### config.mk
export PLATFORM = sky130hd
export DESIGN_NAME = conv_encoder_framer
export DESIGN_NICKNAME = d
export VERILOG_FILES = /design/src/rtl/conv_encoder_framer.sv
export SDC_FILE = /design/constraint.sdc
export NUM_CORES = 1
export LEC_CHECK = 0
export CELL_PAD_IN_SITES_DETAIL_PLACEMENT = 0
export CELL_PAD_IN_SITES_GLOBAL_PLACEMENT = 2
export CORE_MARGIN = 10
export CORE_UTILIZATION = 34
export DETAILED_ROUTE_END_ITERATION = 16
export PLACE_DENSITY = 0.76
export SYNTH_ARGS = -nofsm -noshare
export SYNTH_HDL_FRONTEND = slang
export SYNTH_SLANG_ARGS = --single-unit
### constraint.sdc
create_clock -name clk -period 1.7 [get_ports clk]
set_input_delay 0.17 -clock clk [delete_from_list [all_inputs] [get_ports clk]]
set_output_delay 0.17 -clock clk [all_outputs]
set_load 0.005 [all_outputs]
### src/rtl/conv_encoder_framer.sv
// Rate-1/2, K=3 convolutional encoder with two zero tail bits per frame.
// Coded bits leave serially, c0 then c1, with start/end-of-frame markers.
module conv_encoder_framer #(
  parameter int unsigned FRAME_LEN = 14,
  parameter logic [2:0]  G0        = 3'b111,
  parameter logic [2:0]  G1        = 3'b101
) (
  input  logic clk,
  input  logic reset,
  input  logic in_bit,
  input  logic in_valid,
  output logic in_ready,
  output logic out_bit,
  output logic out_valid,
  output logic out_sof,
  output logic out_eof,
  output logic busy
);

  typedef enum logic [1:0] {WAIT, E0, E1} state_t;

  localparam logic [7:0] FRAME_LEN_W = 8'(FRAME_LEN);

  state_t     state;
  logic [1:0] sr;            // {s1, s0}; s1 is the previous input bit
  logic [7:0] icnt;
  logic       tcnt;
  logic       c1_hold;
  logic       eof_pending;

  logic       frame_full;
  logic       accept;
  logic       tail_step;
  logic       do_encode;
  logic       enc_bit;
  logic [2:0] w;
  logic       c0;
  logic       c1;

  // in_ready depends only on registered state, never on in_valid.
  assign frame_full = (icnt == FRAME_LEN_W);
  assign in_ready   = (state != E0) && (icnt < FRAME_LEN_W);
  assign accept     = in_valid && in_ready;

  // out_eof is only high in E1 of the second tail bit, so it marks frame end.
  assign tail_step  = (state == E1) && frame_full && !out_eof;
  assign do_encode  = accept || tail_step;

  assign enc_bit    = accept ? in_bit : 1'b0;
  assign w          = {enc_bit, sr};
  assign c0         = ^(w & G0);
  assign c1         = ^(w & G1);

  // NOTE: non-blocking assignments only, so every branch sees pre-edge values.
  always_ff @(posedge clk or negedge reset) begin
    if (!reset) begin
      state       <= WAIT;
      sr          <= '0;
      icnt        <= '0;
      tcnt        <= 1'b0;
      c1_hold     <= 1'b0;
      eof_pending <= 1'b0;
      out_bit     <= 1'b0;
      out_valid   <= 1'b0;
      out_sof     <= 1'b0;
      out_eof     <= 1'b0;
      busy        <= 1'b0;
    end else if (do_encode) begin
      out_bit   <= c0;
      c1_hold   <= c1;
      sr        <= {enc_bit, sr[1]};
      out_valid <= 1'b1;
      out_sof   <= accept && (icnt == '0);
      out_eof   <= 1'b0;
      busy      <= 1'b1;
      state     <= E0;
      if (accept) begin
        icnt <= icnt + 8'd1;
      end else begin
        eof_pending <= tcnt;
        tcnt        <= tcnt + 1'b1;
      end
    end else begin
      unique case (state)
        E0: begin
          out_bit <= c1_hold;
          out_sof <= 1'b0;
          out_eof <= eof_pending;
          state   <= E1;
        end
        E1: begin
          out_valid <= 1'b0;
          out_eof   <= 1'b0;
          state     <= WAIT;
          // Frame complete: trellis is back at zero; otherwise starvation keeps sr/icnt.
          if (out_eof) begin
            busy        <= 1'b0;
            sr          <= '0;
            icnt        <= '0;
            tcnt        <= 1'b0;
            eof_pending <= 1'b0;
          end
        end
        default: begin
          state <= WAIT;
        end
      endcase
    end
  end

endmodule

==> results.md <==
- I/O pin total: 10
- Critical path class: register to register
- Top cell by count, worst path: buf_6
- Floorplan Core Area: about 0.0027 mm2
- # hold bufs at CTS: 0
- Die H: 72.6 um
- Via count: roughly 730
- First-pass GRT wire length: about 3400 um
- Final setup fails: 0
- Leading area contributor after synthesis: dfrtp_1
- Post-synthesis sequential area ratio: 0.533
- Largest net degree at the start of global routing: 21
- CTS tree: done
- Clock transition at path regs: approximately 110 ps
- Grt total ovfl: 0
- Worst Path Arrival: roughly 1900 ps
- DIE WIDTH: ~73 um
- Clock Skew: between 6 and 7 ps
- IR drop worst, VDD: 0.639 mV
- Row count: 19
- MaxCap Viol Count: 0
- Crit end category: register
- Worst skew pair latency: 300 ps
- Period utilization: 0.999
- Syn_nets: 98
- RSZ-0062 raised after global routing: true
- Syn-to-layout area delta: 34.9%
- Worst hold path type: input pin to async pin
- Final wirelength: approximately 2100 um
- Library cells used by synthesis: 32
- Crit-path cells: buf_6 -> or4_4 -> a21oi_4 -> buf_6 -> nand2b_4 -> o211ai_1
- All-Layer GR Usage: 0.0798
- # diodes: 0
- Synth Instances: 91
- Reg2Reg Setup Slack: between 1.5 and 2 ps
- DP Wirelength: 1410 um
- Final Power: between 1500 and 2000 uW
- Commonest cells after routing, fill and taps aside: dfrtp_1, nand2_1, buf_4, inv_1, clkdlybuf4s50_1
- CTS Buffer Depth: 2
- CTS root buffer: clkbuf_4
- CP peak stage delay: around 530 ps
- Slowest cell on the critical path: or4_4
- Port Buffers: 9
- #FFs+latches synth: 20
- Via-to-Cell Ratio: 4.99
- Routed len/inst: around 14 um
- Buffers & Inverters on Critical Path: 2
- Starting Density: 0.347
- Most common cell after layout, fill and taps aside: dfrtp_1
- Fmax achieved: just under 600 MHz
- Tmin final: 1700 ps
- CTS buffer count: 3
- Setup tns final: 0 ps
- Status: finished clean
- Finished Layout Cells: about 150
- Asr flop ratio synth: 1.00
- # fillers: ~270
- H-tree depth: 1
- CTS Sinks: 20
- CP Launch Type: register
- Avg Inst Size Synth: between 10 and 15 um2
- DRT antenna net count: 0
- Fraction of layout cells with a size suffix above 1: 0.259
- Power Density: around 1400 mW/mm2
- First-pass DRT Iterations: 4
- Final slew viol count: 0
- Final Hold Violating Endpoints: 0
- Number of global-route vias before repair: ~770
- Number of enable-type register cells in the synthesized netlist: 0
- Leak: 0.000602 uW
- Top post-synthesis cells by area: dfrtp_1, nand2_1, ha_1
- Die area: between 0.005 and 0.006 mm2
- Crit-path leading delay family: simple AND/OR/NAND/NOR gates
- DP Cell Count: roughly 140
- DR iter-0 viols: 31
- Final worst slack: around 1.9 ps
- RePlAce Congestion: 0.722
- YS warnings: 0
- Max FO, Critical Path: 8
- Pre-CTS setup slack: 94.1 ps
- Synth top area share: 0.533
- Mapped Area: roughly 940 um2
- Slew margin rel.: 0.772
- Worst-Margin Slew: approximately 340 ps
- Ys flop type: dfrtp_1
- Nets@finish: 125
- CP Data Required Time: 1880 ps
- Antenna violations before repair: 0
- DR DRC count: 0
==> synthesized netlist by cell type (2+ instances only) <==
master and instances:
dfrtp_1 20, nand2_1 12, inv_1 8, o21ai_0 6, nand3_1 5, nor2_1 4, a21o_1 3, and2_1 3
ha_1 3, a21oi_1 2, a31oi_1 2, mux2i_1 2, nand2b_1 2
==> flip-flops by register name (all words and copies together), names as in the netlist <==
signal	cells
state	2
out_bit	1
busy	1
c1_hold	1
tcnt	1
icnt	8
eof_pending	1
out_eof	1
out_valid	1
out_sof	1
sr	2
==> what timing repair did <==
action / in CTS / in global routing
endpoints found under the hold margin: 0 / 0
gates resized for setup: 4 / 13
endpoints found under the setup margin: 1 / 12
pin swaps: 3 / 8
setup buffers: 5 / 4
cloned: 0 / 1
==> report_power, final <==
part           switching (uW)  internal [uW]
logic                     319            411
clock network             141           82.5
registers                 157            615
total                     618           1110
==> kinds of logic after synthesis <==
group / share of synthesized area
adder cells (fa/ha/maj): 0.0400
XOR/XNOR: 0.0186
AND/OR/NAND/NOR: 0.197
multiplexers: 0.0213
buffers and inverters: 0.0519
flip-flops: 0.533
AO/OA/AOI/OAI: 0.138
==> path summary, 6_finish.rpt <==
check	start	endpoint	cells after the start
max in group asynchronous	reset	state[1]$_DFF_PN0_	2
min in group clk	out_valid$_DFFE_PN0P_	out_valid$_DFFE_PN0P_	1
worst max register to register	icnt[6]$_DFFE_PN0P_	c1_hold$_DFFE_PN0P_	6
worst min-delay path	reset	icnt[4]$_DFFE_PN0P_	2
worst min register to register	out_valid$_DFFE_PN0P_	out_valid$_DFFE_PN0P_	1
worst max-delay path	icnt[6]$_DFFE_PN0P_	c1_hold$_DFFE_PN0P_	6
==> final cells by class <==
class                           count  area (um2)  area share
Multi-Input combinational cell     61         462       0.364
Inverter                            8        30.0      0.0237
Sequential cell                    20         500       0.395
Tap cell                           31        38.8      0.0306
Timing Repair Buffer               24         214       0.169
Clock buffer                        3        22.5      0.0178
==> through the flow <==
step | util | cell area, um2 | hold WS (ps)
floorplan | - | 940 | -126
global placement | 0.410 | 1110 | 462
detailed placement | 0.410 | 1110 | 464
CTS | 0.434 | 1170 | 205
global route | 0.468 | 1270 | 211
finish | 0.468 | 1270 | 198
==> per-layer routing <==
metal	routed length [um]	track usage	vias to the layer above
met4	18	0.0380	0
met3	91	0.0259	2
met5	0	0	-
li1	-	-	364
met2	1040	0.132	10
met1	914	0.0905	358
No activity file was read; power rests on OpenSTA's default activity.
